$ cat config.mk
export PLATFORM = sky130hd
export DESIGN_NAME = ram_arbiter_rr
export DESIGN_NICKNAME = d
export VERILOG_FILES = /design/src/rtl/cpu_types_pkg.sv /design/src/rtl/diaosi_types_pkg.sv /design/src/rtl/rr_pick.sv /design/src/rtl/ram_arbiter_rr.sv
export SDC_FILE = /design/constraint.sdc
export NUM_CORES = 1
export LEC_CHECK = 0
export CORE_ASPECT_RATIO = 0.75
export CORE_MARGIN = 2
export CORE_UTILIZATION = 48
export DETAILED_ROUTE_END_ITERATION = 10
export PLACE_DENSITY = 0.78
export SYNTH_ARGS = -nofsm -noshare
export SYNTH_HDL_FRONTEND = slang
export SYNTH_HIERARCHICAL = 1
export SYNTH_SLANG_ARGS = --single-unit
$ cat constraint.sdc
create_clock -name CLK -period 1.9 [get_ports CLK]
set_input_delay 0.38 -clock CLK [delete_from_list [all_inputs] [get_ports CLK]]
set_output_delay 0.38 -clock CLK [all_outputs]
set_load 0.01 [all_outputs]
$ cat src/rtl/cpu_types_pkg.sv
// Shared CPU-side types: RAM port state as reported by the RAM mux.
package cpu_types_pkg;

  typedef enum logic [1:0] {
    FREE   = 2'd0,
    BUSY   = 2'd1,
    ACCESS = 2'd2,
    ERROR  = 2'd3
  } ramstate_t;

endpackage

$ cat src/rtl/diaosi_types_pkg.sv
// Memory-controller types: arbiter state encoding and transaction limits.
package diaosi_types_pkg;

  typedef enum logic {
    ARB_IDLE  = 1'b0,
    ARB_GRANT = 1'b1
  } arb_state_t;

  // Longest transaction the arbiter holds a grant for, in words.
  localparam int unsigned ARB_MAX_WORDS = 2;

endpackage

$ cat src/rtl/rr_pick.sv
// Round-robin winner selection: first set request strictly after rr_ptr_i,
// wrapping modulo NREQ; rr_ptr_i itself has the lowest priority.
module rr_pick #(
  parameter int unsigned NREQ = 4,
  localparam int unsigned IW = $clog2(NREQ)
) (
  input  logic [NREQ-1:0] req_i,
  input  logic [IW-1:0]   rr_ptr_i,
  output logic [IW-1:0]   winner_o,
  output logic            valid_o
);

  logic [IW-1:0] idx;

  // Scan from farthest to nearest so the nearest set bit after rr_ptr_i wins.
  always_comb begin
    winner_o = '0;
    valid_o  = |req_i;
    idx      = '0;
    for (int unsigned i = NREQ; i >= 1; i--) begin
      idx = rr_ptr_i + IW'(i);
      if (req_i[idx]) winner_o = idx;
    end
  end

endmodule

$ cat src/rtl/ram_arbiter_rr.sv
// Round-robin arbiter for the single RAM port shared by NREQ cache requesters
// (2k = dcache of CPU k, 2k+1 = icache of CPU k). Holds a one-hot grant for a
// 1- or 2-word transaction and aborts on withdrawal, RAM ERROR or timeout.
// Optional: define ARB_PERF_CNT_EN to add per-requester completion counters
// readable through perf_sel/perf_cnt.
module ram_arbiter_rr
  import cpu_types_pkg::*;
  import diaosi_types_pkg::*;
#(
  parameter int unsigned NREQ    = 4,
  parameter int unsigned TIMEOUT = 64
) (
  input  logic                    CLK,
  input  logic                    RST,
  input  logic [NREQ-1:0]         req,
  input  logic [NREQ-1:0]         req_burst,
  input  ramstate_t               ramstate,
  output logic [NREQ-1:0]         gnt,
  output logic [$clog2(NREQ)-1:0] gnt_idx,
  output logic                    busy,
  output logic                    word_sel,
  output logic [NREQ-1:0]         word_ack,
  output logic                    xfer_done,
  output logic                    abort
`ifdef ARB_PERF_CNT_EN
  ,
  input  logic [$clog2(NREQ)-1:0] perf_sel,
  output logic [31:0]             perf_cnt
`endif
);

  localparam int unsigned IW = $clog2(NREQ);
  localparam int unsigned CW = $clog2(TIMEOUT);

  arb_state_t      state_q, state_d;
  logic [IW-1:0]   rr_ptr_q, rr_ptr_d;
  logic [IW-1:0]   gnt_idx_q, gnt_idx_d;
  logic [NREQ-1:0] gnt_q, gnt_d;
  logic            burst_q, burst_d;
  logic            word_sel_q, word_sel_d;
  logic [CW-1:0]   cnt_q, cnt_d;

  logic [IW-1:0]   winner;
  logic            winner_vld;

  rr_pick #(.NREQ(NREQ)) u_pick (
    .req_i    (req),
    .rr_ptr_i (rr_ptr_q),
    .winner_o (winner),
    .valid_o  (winner_vld)
  );

  // Next-state and pulse outputs; grant-side checks follow strict priority.
  always_comb begin
    state_d    = state_q;
    rr_ptr_d   = rr_ptr_q;
    gnt_idx_d  = gnt_idx_q;
    gnt_d      = gnt_q;
    burst_d    = burst_q;
    word_sel_d = word_sel_q;
    cnt_d      = cnt_q;
    word_ack   = '0;
    xfer_done  = 1'b0;
    abort      = 1'b0;

    unique case (state_q)
      ARB_IDLE: begin
        if (winner_vld) begin
          state_d    = ARB_GRANT;
          gnt_idx_d  = winner;
          gnt_d      = '0;
          gnt_d[winner] = 1'b1;
          burst_d    = req_burst[winner];
          word_sel_d = 1'b0;
          cnt_d      = '0;
        end
      end
      ARB_GRANT: begin
        if (!req[gnt_idx_q] || ramstate == ERROR) begin
          abort = 1'b1;
        end else if (ramstate == ACCESS) begin
          word_ack = gnt_q;
          cnt_d    = '0;
          if (word_sel_q == burst_q) begin
            xfer_done = 1'b1;
          end else begin
            word_sel_d = 1'b1;
          end
        end else if (cnt_q == CW'(TIMEOUT - 1)) begin
          abort = 1'b1;
        end else begin
          cnt_d = cnt_q + 1'b1;
        end

        // Any end of transaction releases the bus for one turnaround cycle.
        if (abort || xfer_done) begin
          state_d    = ARB_IDLE;
          rr_ptr_d   = gnt_idx_q;
          gnt_idx_d  = '0;
          gnt_d      = '0;
          word_sel_d = 1'b0;
          cnt_d      = '0;
        end
      end
      default: state_d = ARB_IDLE;
    endcase
  end

  // State and grant registers with synchronous reset.
  always_ff @(posedge CLK) begin
    if (RST) begin
      state_q    <= ARB_IDLE;
      rr_ptr_q   <= IW'(NREQ - 1);
      gnt_idx_q  <= '0;
      gnt_q      <= '0;
      burst_q    <= 1'b0;
      word_sel_q <= 1'b0;
      cnt_q      <= '0;
    end else begin
      state_q    <= state_d;
      rr_ptr_q   <= rr_ptr_d;
      gnt_idx_q  <= gnt_idx_d;
      gnt_q      <= gnt_d;
      burst_q    <= burst_d;
      word_sel_q <= word_sel_d;
      cnt_q      <= cnt_d;
    end
  end

  assign gnt      = gnt_q;
  assign gnt_idx  = gnt_idx_q;
  assign busy     = (state_q == ARB_GRANT);
  assign word_sel = word_sel_q;

`ifdef ARB_PERF_CNT_EN
  logic [31:0] perf_q [NREQ];
  logic [31:0] perf_cnt_q;

  // Saturating completion counters and registered read-out mux.
  always_ff @(posedge CLK) begin
    if (RST) begin
      for (int unsigned i = 0; i < NREQ; i++) perf_q[i] <= '0;
      perf_cnt_q <= '0;
    end else begin
      if (xfer_done && perf_q[gnt_idx_q] != '1)
        perf_q[gnt_idx_q] <= perf_q[gnt_idx_q] + 32'd1;
      perf_cnt_q <= perf_q[perf_sel];
    end
  end

  assign perf_cnt = perf_cnt_q;
`endif

endmodule

* Word level (Yosys, flattened, before mapping)
Index checks and enable logic that the tools add are counted.
Operators by class: equality and inequality tests 10, $add $sub $neg 4, $lt $le $gt $ge 7, reduce and logical (&&, ||, !) cells 10, mux-type cells 52, bitwise gates (word level) 1
Operators by type and width (number):
- $mux W6 | 5
- $mux W1 | 24
- $mux W4 | 5
- $lt A2 B3 Y1 const B | 6
- $bmux W1 S2 | 6
- $mux W2 | 6
- $pmux W6 S2 | 1
- $pmux W4 S2 | 1
- $add A6 B1 Y6 const B | 1
- $eq A6 B6 Y1 const B | 1
- $ne A3 B2 Y1 const B | 2
- $reduce_and A2 Y1 | 3
- $add A2 B2 Y2 const B | 2
- $eq A2 B2 Y1 const B | 2
- $ne A2 B1 Y1 const B | 2
- $ne A4 B3 Y1 const B | 1
- $pmux W1 S2 | 2
- $pmux W2 S2 | 1
- $reduce_and A4 Y1 | 1
- $reduce_or A4 Y1 | 1
- $ne A3 B1 Y1 const B | 1
- $reduce_and A3 Y1 | 1
- $add A2 B1 Y2 const B | 1
- $demux W1 S2 | 1
- other kinds (6) | 7
Storage, ports and cells: bits in registers 17, output and inout port bits 14, bits of input ports 12

* Longest topological paths before layout
depth after elaboration 12, depth in mapped cells 8, gate-level depth less buffers 7

* Modules after synthesis
Netlist, hierarchy kept.
By module, submodules not included:
- ram_arbiter_rr | area an instance 963.4 µm², cells each 115, instances 1
- rr_pick | area an instance 91.3 µm², cells each 14, instances 1

* Worst setup path after synthesis
OpenSTA, ideal clock, no wires.
kind in2reg, start point input port req[2], end point register burst_q, data arrival time 1.634 ns, required time 1.768 ns, stages on the path 7, path buffers 1, setup time 0.132 ns, setup slack 0.134 ns, path through and2b_1 > a21oi_2 > o221ai_2 > clkbuf_1 > mux4_2 > nand2_1 > a21oi_1
Between the ends: cells in the longest elaborated chain, start to end 8, elaborated cells on any way between the ends 16
Ends and longest elaborated chain:
- from (decl) | RTL line ram_arbiter_rr.sv:15 | input logic [NREQ-1:0] req,
- $bmux W1 S2 | RTL line rr_pick.sv:22 | if (req_i[idx]) winner_o = idx;
- $mux W1 (implied by the code) | RTL line rr_pick.sv:22
- $mux W2 (3 in series) | RTL line rr_pick.sv:22
- $mux W2 * | RTL line rr_pick.sv:22
- via winner[0] | RTL line ram_arbiter_rr.sv:43 | logic [IW-1:0] winner;
- $bmux W1 S2 * | RTL line ram_arbiter_rr.sv:73 | burst_d = req_burst[winner];
- $mux W1 (implied by the code) * | RTL line ram_arbiter_rr.sv:73
- to (signal assigned) | RTL line ram_arbiter_rr.sv:124 | burst_q <= burst_d;
- to (decl) | RTL line ram_arbiter_rr.sv:39 | logic burst_q, burst_d;
The timed path passes the listed nets; every way through them passes the cells marked *. The select of a mux whose other input is x is not followed. A chain may end at the register's enable or synchronous reset.

* Worst setup path in the final report
start point register gnt_idx_q[0], in the netlist gnt_idx[0], end point output port abort
Between the ends: cells in the longest elaborated chain, start to end 7
Ends and longest elaborated chain:
- from (decl) | RTL line ram_arbiter_rr.sv:37 | logic [IW-1:0] gnt_idx_q, gnt_idx_d;
- from (signal assigned) | RTL line ram_arbiter_rr.sv:122 | gnt_idx_q <= gnt_idx_d;
- $bmux W1 S2 | RTL line ram_arbiter_rr.sv:79 | if (!req[gnt_idx_q] || ramstate == ERROR) begin
- $mux W1 (implied by the code) | RTL line ram_arbiter_rr.sv:79
- $logic_not A1 Y1 | RTL line ram_arbiter_rr.sv:79
- $logic_or A1 B1 Y1 | RTL line ram_arbiter_rr.sv:79
- $mux W1 | RTL line ram_arbiter_rr.sv:79
- $mux W1 (2 in series) | RTL line ram_arbiter_rr.sv:66 | unique case (state_q)
- to (decl) | RTL line ram_arbiter_rr.sv:24 | output logic abort
Every way passes these cells. The select of a mux whose other input is x is not followed.

==> results.py <==
metrics = {
    "run_status": {
        "status": "finished, violations left",
        "violations": "negative setup slack",
    },
    "timing": {
        "rsz0062_at_grt": "true",
        "fin_tns_setup_ps": -236,
        "slew_viol_final": 0,
        "finalCriticalPeriod_ps": 2000,
        "tightest_slew_ps": 454,
        "finalHoldViolCount": 0,
        "fin_ws_ps": -104,
        "fin_crit_sh": 1.05,
        "fin_skew_ps": 5.42,
        "max-slew-margin-rel": 0.698,
        "fmax_ghz": 0.499,
        "setup_viol_count_final": 4,
    },
    "logic_synthesis": {
        "synth.cell_area_um2": 1050,
        "yosys.cell_types.count": 37,
        "yosys_warnings": 6,
        "seq_area_frac_synth": 0.323,
        "syn_avg_cell_area_um2": 8.18,
        "yosys_register_bits": 17,
        "synth_cells": 129,
        "synth_nets": 142,
    },
    "critical_path": {
        "cp.required_ps": 1520,
        "reg2reg_depth": 7,
        "start_kind": "flop",
        "r2r_slack_ps": 100,
        "crit_chain": "buf_4, mux4_2, o21a_1, nor2_1, buf_2",
        "arrival_ps": 1620,
        "cp_top_family": "multiplexers",
        "slowest_stage": "mux4_2",
        "r2r-start": "gnt_idx[0]",
        "endpoint_kind": "primary output",
        "timing.setup.critical_path_class": "flop to primary output",
        "critPathBufInv": 2,
        "rr_endpoint": "cnt_q[5]",
        "worstPathMaxFanout": 2,
        "max_stage_delay_ps": 510,
    },
    "die": {
        "start_util": 0.515,
        "rows": 14,
        "die_x_um": 58.1,
        "die_height_um": 44.6,
        "coreArea_um2": 2050,
        "ios": 26,
        "dieArea_um2": 2590,
    },
    "grt": {
        "grt_pass1_vias": 1106,
        "grt_pass1_wl_um": 5240,
        "grt_usage": 0.278,
        "antenna_found_initial": 0,
        "gr-total-overflow": 0,
        "grt_start_max_net_pins": 14,
    },
    "clock_tree": {
        "numCtsBuffers": 3,
        "cts_sinks": 17,
        "postCtsHoldBufs": 0,
        "cts_tree": "done",
        "clkTransAtPathRegs_ps": 110,
        "clock-root-buffer": "clkbuf_4",
        "cts_max_level": 1,
        "cts_max_path_buffers": 2,
        "clkLatencyLatePin_ps": 300,
    },
    "finish": {
        "n_fill_cell": 144,
        "diodes": 0,
        "finish.net_count": 195,
        "stdcell_area_um2": 1600,
        "layout_commonest_cell": "buf_4",
        "final_cell_mix": "26 x buf_4, 16 x dfxtp_1, 15 x nor2_1, 15 x clkdlybuf4s50_1, 12 x nand2_1",
        "drive_gt1_frac": 0.304,
        "area_growth_pct": 51.4,
    },
    "power": {
        "p_leak_nw": 0.665,
        "ir_drop_mv": 0.543,
        "cellPowerDensity_nw_per_um2": 593,
    },
    "place": {
        "io_buffers": 25,
        "detailedPlace.worstSlack_ps": -610,
        "post_dp_cell_area_um2": 1500,
        "dp_hpwl_um": 2400,
        "place_congestion": 0.915,
    },
    "drt": {
        "routed_wirelength_um": 3350,
        "routedWlPerCell_um": 16.4,
        "drt_drc_violations_left": 0,
        "num_vias": 1230,
        "initialDrtViolationCount": 81,
        "dr.pass1.iters": 4,
        "vias_per_cell": 6.00,
        "drt.antenna.violating_nets": 0,
    },
    "worst_hold_path": {
        "holdCritStartpoint": "burst_q",
        "holdPathEnd": "burst_q",
        "hp-class": "flop to flop",
        "hold_depth": 2,
    },
    "flow_run": {
        "max-cap-violations": 0,
    },
}
-- Yosys cell counts --
cell,count,area share
a22oi_1,1,0.0071
nand3_1,5,0.024
o21ai_0,2,0.0095
buf_4,1,0.0071
mux2i_1,6,0.057
a21oi_2,1,0.0083
inv_1,3,0.011
o22ai_2,1,0.012
o221ai_2,1,0.014
nand4_1,2,0.012
and3_1,7,0.042
nor2b_1,2,0.012
or4b_1,1,0.0095
or2_2,2,0.012
nor3_1,2,0.0095
nor2_1,15,0.053
mux4_2,2,0.043
nand3b_1,3,0.021
ha_1,1,0.012
a311oi_1,2,0.017
o21ai_1,1,0.0047
and2b_1,1,0.0071
a21oi_1,8,0.038
clkbuf_1,3,0.011
a31oi_1,9,0.053
o21a_1,1,0.0071
xnor2_1,1,0.0083
o211ai_1,2,0.014
buf_2,2,0.0095
nand2_1,12,0.043
a32oi_1,2,0.017
clkbuf_2,1,0.0047
o22ai_4,1,0.019
dfxtp_1,17,0.32
nand2b_1,6,0.036
a211o_1,1,0.0083
nor4_1,1,0.0059
-- how the worst max path moves through the flow --
stage | from | to | cells after the start
2_1_floorplan | req[2] | burst_q | 7
3_3_place_gp | req[2] | abort | 5
3_5_place_dp | req[2] | abort | 5
4_1_cts | gnt_idx[0] | abort | 5
5_1_grt | gnt_idx[0] | abort | 5
6_report | gnt_idx[0] | abort | 5
-- logic make-up (layout without fill, tap and decap cells) --
kind of cell               count (synthesis)  count (layout)  share of synthesized area
AOI/OAI and AO/OA                         33              33                      0.229
xor gates and xnor gates                   1               1                    0.00831
adders and majority gates                  1               1                     0.0119
buffers and inverters                     10              62                     0.0427
DFF                                       17              17                      0.323
muxes                                      8               8                     0.0996
and+or+nand+nor                           59              59                      0.286
-- worst register-to-register path, stage by stage, from the launching register on --
cell	delay [ps]
dfxtp_2	350
buf_6	130
mux2i_4	190
o22ai_4	180
buf_6	140
buf_4	170
or4b_1	450
a31oi_1	130
-- final cells by class --
type                    count  area (µm²)  share of cell area
clock buffers               3        22.5              0.0141
clock inverters             1        5.00             0.00313
inverters                   3        11.3             0.00705
multi-input cells         102         712               0.446
flip-flops and latches     17         342               0.214
well taps                  24        30.0              0.0188
repair buffers             55         474               0.297
-- sequential cells by signal, summed over array words and instances (netlist names) --
name      flops
burst_q       1
busy          1
cnt_q         6
gnt           4
gnt_idx       2
rr_ptr_q      2
word_sel      1
-- per-stage QoR --
stage	hold WS (ps)	std cells	power (mW)	utilization
6_report	495	205	0.947	0.779
5_1_grt	520	205	0.986	0.779
4_1_cts	495	204	0.933	0.764
3_5_place_dp	479	197	0.715	0.730
3_3_place_gp	464	197	0.703	0.730
2_1_floorplan	450	129	0.567	-
-- repair_timing --
action | 4_1_cts | 5_1_grt
setup buffers | 3 | 1
resized for setup | 40 | 5
pin swaps | 3 | 1
setup endpoints to repair | 7 | 4
-- where the power goes --
group | switching, mW | internal (mW)
Clock | 0.127 | 0.0786
Sequential | 0.0233 | 0.379
Combinational | 0.163 | 0.176
Total | 0.313 | 0.634
-- routing by layer --
layer | vias to the layer above | global-route usage | routed length, µm
met2 | 72 | 0.436 | 1520
met3 | 12 | 0.0702 | 299
met5 | - | 0 | 0
met1 | 564 | 0.368 | 1460
li1 | 582 | - | -
met4 | 0 | 0.112 | 77
Power figures use the tool's default switching activity.
